==> src/rtl/comb_bist_pkg.sv <==
// comb_bist_pkg: shared types and constants for the
// combinational-block BIST controller.
package comb_bist_pkg;

    typedef enum logic [2:0] {
        S_IDLE,
        S_APPLY,
        S_SETTLE,
        S_CAPTURE,
        S_DONE
    } state_t;

    typedef struct packed {
        logic [15:0] a;
        logic [15:0] b;
        logic [15:0] c;
        logic [15:0] d;
    } opnd_t;

    // Fibonacci taps 16,14,13,11 map to bits 0,2,3,5
    localparam logic [15:0] LFSR_TAPS     = 16'h002D;
    localparam logic [15:0] MISR_POLY     = 16'h002D;
    localparam logic [15:0] OPND_XOR      = 16'h5A5A;
    localparam logic [15:0] ZERO_SEED_SUB = 16'h0001;

    function automatic logic [15:0] seed_fix(input logic [15:0] s);
        return (s == 16'h0) ? ZERO_SEED_SUB : s;
    endfunction

    function automatic opnd_t make_opnd(input logic [15:0] l);
        opnd_t o;
        o.a = l;
        o.b = {l[7:0], l[15:8]};
        o.c = ~l;
        o.d = l ^ OPND_XOR;
        return o;
    endfunction

endpackage

==> src/rtl/lfsr16_step.sv <==
// lfsr16_step: one combinational step of a 16-bit LFSR,
// Fibonacci (shift right) or Galois/MISR (shift left).
module lfsr16_step
    import comb_bist_pkg::*;
#(
    parameter logic [15:0] POLY   = LFSR_TAPS,
    parameter bit          GALOIS = 1'b0
) (
    input  logic [15:0] cur,
    input  logic        serial_in,
    output logic [15:0] nxt
);

    // Next state; serial_in folds into the feedback bit
    always_comb begin
        nxt = '0;
        if (GALOIS) begin
            nxt = {cur[14:0], 1'b0}
                ^ (cur[15] ? POLY : 16'h0)
                ^ {15'b0, serial_in};
        end else begin
            nxt = {(^(cur & POLY)) ^ serial_in, cur[15:1]};
        end
    end

endmodule

==> src/rtl/comb_bist_controller.sv <==
// comb_bist_controller: drives LFSR operand vectors into the
// logic block and compacts its response into a MISR signature.
module comb_bist_controller
    import comb_bist_pkg::*;
#(
    parameter int          NUM_PATTERNS  = 256,
    parameter int          SETTLE_CYCLES = 1,
    parameter logic [15:0] SEED          = 16'hACE1,
    parameter int          CNT_W         = 16
) (
    input  logic             clk,
    input  logic             rst_n,
    input  logic             start,
    input  logic             abort,
    input  logic [15:0]      expected_sig,
    input  logic             out_signal,
    output logic [15:0]      A,
    output logic [15:0]      B,
    output logic [15:0]      C,
    output logic [15:0]      D,
    output logic             busy,
    output logic             done,
    output logic             pass,
    output logic [15:0]      signature,
    output logic [CNT_W-1:0] pattern_count
);

    localparam logic [15:0] SEED_EFF = seed_fix(SEED);
    localparam int SET_W =
        (SETTLE_CYCLES > 1) ? $clog2(SETTLE_CYCLES) : 1;
    localparam logic [SET_W-1:0] SET_LAST =
        SET_W'((SETTLE_CYCLES > 0) ? SETTLE_CYCLES - 1 : 0);
    localparam logic [CNT_W-1:0] CNT_LAST =
        CNT_W'(NUM_PATTERNS - 1);

    state_t           state;
    opnd_t            ops;
    logic [15:0]      lfsr;
    logic [15:0]      lfsr_nxt;
    logic [15:0]      sig_nxt;
    logic [SET_W-1:0] settle_cnt;

    lfsr16_step #(
        .POLY   (LFSR_TAPS),
        .GALOIS (1'b0)
    ) u_pat_step (
        .cur       (lfsr),
        .serial_in (1'b0),
        .nxt       (lfsr_nxt)
    );

    lfsr16_step #(
        .POLY   (MISR_POLY),
        .GALOIS (1'b1)
    ) u_misr_step (
        .cur       (signature),
        .serial_in (out_signal),
        .nxt       (sig_nxt)
    );

    assign A = ops.a;
    assign B = ops.b;
    assign C = ops.c;
    assign D = ops.d;

    // Run sequencing with all outputs registered
    always_ff @(posedge clk) begin
        if (!rst_n) begin
            state         <= S_IDLE;
            lfsr          <= SEED_EFF;
            ops           <= '0;
            signature     <= '0;
            pattern_count <= '0;
            settle_cnt    <= '0;
            busy          <= 1'b0;
            done          <= 1'b0;
            pass          <= 1'b0;
        end else if (abort && busy) begin
            state <= S_IDLE;
            ops   <= '0;
            busy  <= 1'b0;
            done  <= 1'b0;
            pass  <= 1'b0;
        end else begin
            unique case (state)
                S_IDLE, S_DONE: begin
                    if (start && !abort) begin
                        state         <= S_APPLY;
                        lfsr          <= SEED_EFF;
                        ops           <= make_opnd(SEED_EFF);
                        signature     <= '0;
                        pattern_count <= '0;
                        busy          <= 1'b1;
                        done          <= 1'b0;
                        pass          <= 1'b0;
                    end
                end
                S_APPLY: begin
                    settle_cnt <= '0;
                    state      <= (SETTLE_CYCLES > 0) ?
                                  S_SETTLE : S_CAPTURE;
                end
                S_SETTLE: begin
                    if (settle_cnt == SET_LAST) begin
                        state <= S_CAPTURE;
                    end else begin
                        settle_cnt <= settle_cnt + 1'b1;
                    end
                end
                S_CAPTURE: begin
                    signature     <= sig_nxt;
                    lfsr          <= lfsr_nxt;
                    pattern_count <= pattern_count + 1'b1;
                    if (pattern_count == CNT_LAST) begin
                        state <= S_DONE;
                        ops   <= '0;
                        busy  <= 1'b0;
                        done  <= 1'b1;
                        pass  <= (sig_nxt == expected_sig);
                    end else begin
                        state <= S_APPLY;
                        ops   <= make_opnd(lfsr_nxt);
                    end
                end
                default: begin
                    state <= S_IDLE;
                    ops   <= '0;
                    busy  <= 1'b0;
                end
            endcase
        end
    end

endmodule

==> config.mk <==
export PLATFORM = sky130hd
export DESIGN_NAME = comb_bist_controller
export DESIGN_NICKNAME = d
export VERILOG_FILES = /design/src/rtl/comb_bist_pkg.sv /design/src/rtl/lfsr16_step.sv /design/src/rtl/comb_bist_controller.sv
export SDC_FILE = /design/constraint.sdc
export NUM_CORES = 1
export LEC_CHECK = 0
export ABC_CLOCK_PERIOD_IN_PS = 2060
export CAP_MARGIN = 15
export CORE_MARGIN = 2
export CORE_UTILIZATION = 35
export CTS_CLUSTER_DIAMETER = 120
export DETAILED_ROUTE_END_ITERATION = 10
export PLACE_DENSITY = 0.68
export SLEW_MARGIN = 10
export SYNTH_ARGS = -nofsm -noshare
export SYNTH_HDL_FRONTEND = slang
export SYNTH_SLANG_ARGS = --single-unit
==> constraint.sdc <==
create_clock -name clk -period 2.06 [get_ports clk]
set_input_delay 0.618 -clock clk [delete_from_list [all_inputs] [get_ports clk]]
set_output_delay 0.618 -clock clk [all_outputs]
set_load 0.02 [all_outputs]
# ---- Word-level counts from Yosys, hierarchy flattened
# Cells that the tools add are included.
dict set report op_classes {
  add_sub_neg 2
  n_eq_ne 9
  n_mux 23
  n_bitwise 7
  n_reduce_logical 16
}
# cell n
set op_table {}
lappend op_table {{one-hot mux 64 bit (3 select lines)} 1}
lappend op_table {{2-to-1 mux 64 bit} 2}
lappend op_table {{one-hot mux 16 bit (2 select lines)} 3}
lappend op_table {{2-to-1 mux 16 bit} 2}
lappend op_table {{adder 16 x 1 -> 16 bit (second input constant)} 1}
lappend op_table {{== test 16 bit} 1}
lappend op_table {{== test 16 x 8 -> 1 bit (second input constant)} 1}
lappend op_table {{inverter 16 bit} 1}
lappend op_table {{XOR reduction 16 bit} 1}
lappend op_table {{XOR 16 x 1 -> 16 bit} 1}
lappend op_table {{XOR 16 bit} 1}
lappend op_table {{one-hot mux 3 bit (4 select lines)} 1}
lappend op_table {{2-to-1 mux 3 bit} 3}
lappend op_table {{AND reduction 3 bit} 3}
lappend op_table {{inverter 8 bit} 1}
lappend op_table {{== test 3 x 2 -> 1 bit (second input constant)} 2}
lappend op_table {{2-to-1 mux 1 bit} 6}
lappend op_table {{2-to-1 mux 6 bit} 1}
lappend op_table {{!= test 2 bit (second input constant)} 3}
lappend op_table {{one-hot mux 1 bit (2 select lines)} 3}
lappend op_table {{AND reduction 2 bit} 3}
lappend op_table {{OR reduction 2 bit} 3}
lappend op_table {{nonzero test 2 bit} 2}
lappend op_table {{== test 3 x 1 -> 1 bit (second input constant)} 1}
lappend op_table {{7 further kinds} 10}
dict set report totals {
  regBits 119
  inputBits 21
  output_inout_bits 99
  wordCells 69
}

# ---- Depth between registers and ports, before layout
dict set report depth {
  word_depth 6
  depth_mapped 8
  depth_no_buf 6
}

# ---- Cells and area by module
# A second synthesis with hierarchy kept.
dict set report hier_totals {
  hier_cells 463
  area_unflattened_um2 4031.4
}
# mod n_inst cells_per_inst area_each_um2 seq_area_each_um2
set modules_own_cells {}
lappend modules_own_cells {comb_bist_controller 1 429 3753.6 1721.7}
lappend modules_own_cells {{lfsr16_step at u_pat_step} 1 18 152.6 0.0}
lappend modules_own_cells {{lfsr16_step at u_misr_step} 1 16 125.1 0.0}

# ---- Least setup slack after synthesis
# Ideal clock, no wire load.
dict set report synth_timing {
  kind {register to register}
  start {register pattern_count[9]}
  end {register ops (netlist bit A[0])}
  setup_ns 0.128
  arrival_time_ns 2.142
  required_ns 1.932
  slack_ns -0.210
  path_stages_with_launch 8
  n_path_buf 2
  period_less_slack_ns 2.270
  path_cell_list {dfxtp_1 > or4_1 > or4_1 > and2_4 > buf_6 > buf_8 > a221oi_2 > nor2_1}
}
dict set report synth_between {
  elab_chain_len 3
}
# element line
set synth_rtl {}
lappend synth_rtl {{start, declared} comb_bist_controller.sv:25} ;# output logic [CNT_W-1:0] pattern_count
lappend synth_rtl {{start signal, assigned} comb_bist_controller.sv:113} ;# pattern_count <= pattern_count + 1'b1;
lappend synth_rtl {{== test 16 x 8 -> 1 bit} comb_bist_controller.sv:114} ;# if (pattern_count == CNT_LAST) begin
lappend synth_rtl {{2-to-1 mux 64 bit} comb_bist_controller.sv:114}
lappend synth_rtl {{one-hot mux 64 bit (3 select lines)} comb_bist_controller.sv:85} ;# unique case (state)
lappend synth_rtl {{end signal, assigned} comb_bist_controller.sv:90} ;# ops <= make_opnd(SEED_EFF);
lappend synth_rtl {{end signal, assigned} comb_bist_controller.sv:122} ;# ops <= make_opnd(lfsr_nxt);
lappend synth_rtl {{end, declared} comb_bist_controller.sv:37} ;# opnd_t ops;
# Every way passes these cells.
# A chain may end at the register's enable or synchronous reset.

# ---- Worst setup path in the final report
dict set report layout_timing {
  start {register pattern_count[11]}
  end {register ops (netlist bit C[8])}
}
# Same word-level chain as after synthesis.

==> parameters.txt <==
Parameter                              Value

Layout
  Relative area change from synthesis to final layout    46.1%
  Non-Filler Cell Area, Final    5510 µm²
  Non-filler instance count after layout    680
  Number of inserted filler cells in the final layout    936
  Net count, final    561
  Fraction of layout instances using a drive strength above 1    16.0%
  Final antenna diode count    0

STA
  Endpoints failing hold    0
  Period Utilization, post-route    101%
  Fin crit period    2070 ps
  Max Slew Vio Count    0
  Total setup violations reported at the end of the flow    1
  Max-slew headroom at the worst pin    69.2%
  Worst slew pin tran    463 ps
  Worst Skew    10.8 ps
  Unrepaired setup endpoints after global routing    yes
  Final sum of negative setup slack    -13.3 ps
  Max frequency    482 MHz
  Post-route setup slack    -13.3 ps

Synth
  Dominant synthesized flop cell    sky130_fd_sc_hd__dfxtp_1
  Yosys top cell area share    45.7%
  Syn Nets    458
  Cell taking the most area after synthesis    sky130_fd_sc_hd__dfxtp_1
  Total standard cell area after synthesis    3770 µm²
  Count leader, synth    sky130_fd_sc_hd__dfxtp_1
  Yosys reg bits    86
  Synth warnings    0
  Async S/R FF share, synth    0%
  Number of unique standard cell types used by synthesis    39
  Mean area per synthesized cell    8.65 µm²
  Synthesized instance count    436
  Count of flip-flops with a built-in enable after synthesis    0
  List of most frequent post-synthesis cells    86 x sky130_fd_sc_hd__dfxtp_1, 65 x sky130_fd_sc_hd__nand2_1, 53 x sky130_fd_sc_hd__nor2_1
  Post-synthesis sequential area ratio    45.7%
  Cell types with the largest area share after synthesis    sky130_fd_sc_hd__dfxtp_1 46%, sky130_fd_sc_hd__nand2_1 6.5%, sky130_fd_sc_hd__buf_4 6.4%

Setup path
  Critical Path End Type    flop
  Startpoint kind of the worst setup timing path    flop
  Peak per-stage delay on the critical path    550 ps
  Maximum net fanout on the critical path    7
  CP Cell Sequence    or4_4 -> or4_4 -> and2_4 -> a221oi_2 -> nor2_1
  Cell at the slowest stage of the critical path    sky130_fd_sc_hd__or4_4
  R2r setup slk    -10 ps
  Number of buffers and inverters on the critical path    0
  Worst EP arrival    2300 ps
  Crit. Startpoint    pattern_count[11]$_SDFFE_PN0P_
  Data required, critical path    2290 ps
  Most numerous cell on the critical path    sky130_fd_sc_hd__or4_4
  Worst r2r src    pattern_count[11]$_SDFFE_PN0P_
  Family with the most delay on the worst path    simple AND/OR/NAND/NOR gates
  WS Path Type    flop to flop

Clocking
  Total CTS buffers    9
  H-tree Lvls    3
  Clock slew at reported path FFs    90 ps
  Quantity of hold-fixing buffers added after cts    0
  Worst-Skew Late Latency    340 ps
  Clk sink count    86
  Root buffer selected by CTS    sky130_fd_sc_hd__clkbuf_8
  Number of buffers on the longest clock path    2
  Clock tree from TritonCTS    yes

Detailed routing
  Routed via count divided by cell count    5.02
  DRC errors left    0
  Detailed-route via count    3411
  Count of routing violations after the opening detailed-route iteration    106
  Post-route ant nets    0
  Wirelength per Cell    14.8 µm
  Pre-antenna DRT Iters    4
  Overall routed net length    10.0 mm

Power and ir drop
  Leakage    2.27 nW
  Largest voltage drop on the vdd net    0.401 mV
  Power per cell area    774 nW/µm²

Job
  Total of max-cap violations    0

Placed design
  Worst setup slack after placement    -427 ps
  Number of placed cells counting well taps    659
  Detailed placer's ending HPWL    6.99 mm
  Routability Congestion    0.753
  Area of placed instances    5090 µm²
  Count of input and output buffers    119

Floorplanning
  I/O pins    120
  Site row count    37
  Die H    108 µm
  Die outline area    11600 µm²
  Initial standard-cell utilization of the core    36.2%
  Horizontal extent of the die    108 µm
  Std-Cell Core Area    10400 µm²

Global routing
  Total congestion overflow    0
  Antenna violations before repair    0
  Maximum number of pins on one net before global-route repair    34
  First-pass GRT wire length    15.7 mm
  Via count of the first global-routing pass    3147
  Tot GR Track Use    16.9%

Worst hold path
  Min-Delay Path Class    flop to flop
  Hold Crit Start    pass$_SDFFE_PP0P_

Outcome
  Violations in the final reports    setup timing
  Run status    complete, but fails checks
-- metal layers --
metal / part of all wire [%] / track usage (%)
met3: 4.8 / 2.78
met4: 0.80 / 4.49
met2: 51 / 29.9
met5: 0 / 0
met1: 44 / 21.2
-- logic make-up after synthesis --
family	after synthesis	synth area share, %
AND/OR/NAND/NOR	166	19.7
flip-flops	86	45.7
AO/OA/AOI/OAI	76	15.0
buffers and inverters	70	10.7
XOR/XNOR	37	8.59
adder cells (fa/ha/maj)	1	0.332
-- power by group --
| group | switching (mW) | internal, mW | total, mW |
|---|---|---|---|
| sequential | 0.123 | 1.76 | 1.89 |
| clock | 0.604 | 0.687 | 1.29 |
| combinational | 0.579 | 0.508 | 1.09 |
-- flip-flops by register name, summed over array words and instances, names as in the netlist, 3 cells and up --
register       count
A                 15
C                 16
lfsr              16
pattern_count     16
signature         16
state              3
-- worst paths after layout --
check / endpoint / cells after the start
hold reg to reg: pass$_SDFFE_PP0P_ / 2
setup reg to reg: C[8]$_SDFFE_PP0P_ / 5
hold / removal: pass$_SDFFE_PP0P_ / 2
setup / recovery: C[8]$_SDFFE_PP0P_ / 5
-- worst min-delay path, delay by kind of cell, from the launching register on --
kind	cells	cell delay, ps
AND/OR/NAND/NOR	1	60
AO/OA/AOI/OAI	1	60
flip-flops	1	320
-- metrics by stage --
step / hold slack (ps) / util [%] / power, mW
2_1_floorplan: 449 / - / 2.53
3_3_place_gp: 459 / 48.9 / 2.91
3_5_place_dp: 469 / 48.9 / 2.94
4_1_cts: 482 / 51.8 / 4.26
5_1_grt: 513 / 52.9 / 4.45
6_report: 478 / 52.9 / 4.26
-- area by class of cell --
cell class / instances / area (µm²) / share of cell area (%)
clock buffers: 11 / 131 / 2.38
well taps: 136 / 170 / 3.09
clock inverters: 5 / 83.8 / 1.52
inverters: 9 / 33.8 / 0.613
repair buffers: 151 / 1560 / 28.4
flip-flops and latches: 86 / 1730 / 31.4
multi-input cells: 282 / 1790 / 32.6
-- repair_timing --
item | 4_1_cts | 5_1_grt
endpoints found under the setup margin | 44 | 53
setup buffers | 0 | 2
pin swaps | 1 | 5
gates resized for setup | 21 | 27
gates cloned | 2 | 1
-- placed cells by master (no fill, tap or decap), types with 4 or more instances in the layout --
cell	netlist	layout
sky130_fd_sc_hd__clkdlybuf4s50_1	0	97
sky130_fd_sc_hd__dfxtp_1	86	80
sky130_fd_sc_hd__nand2_1	65	63
sky130_fd_sc_hd__nor2_1	53	53
sky130_fd_sc_hd__a21oi_1	30	29
sky130_fd_sc_hd__xnor2_1	26	26
sky130_fd_sc_hd__buf_4	32	24
sky130_fd_sc_hd__dlymetal6s2s_1	0	17
sky130_fd_sc_hd__a221oi_2	9	15
sky130_fd_sc_hd__nand3_1	11	11
sky130_fd_sc_hd__xor2_1	11	11
sky130_fd_sc_hd__inv_1	9	9
sky130_fd_sc_hd__a22oi_1	9	9
sky130_fd_sc_hd__clkbuf_8	0	9
sky130_fd_sc_hd__a2bb2oi_2	0	7
sky130_fd_sc_hd__nor3_1	6	6
sky130_fd_sc_hd__nand4_1	6	6
sky130_fd_sc_hd__buf_12	0	6
sky130_fd_sc_hd__a211oi_1	5	5
sky130_fd_sc_hd__dlygate4sd2_1	0	5
sky130_fd_sc_hd__dfxtp_2	0	5
sky130_fd_sc_hd__nor4_1	4	4
Power figures use the tool's default switching activity.
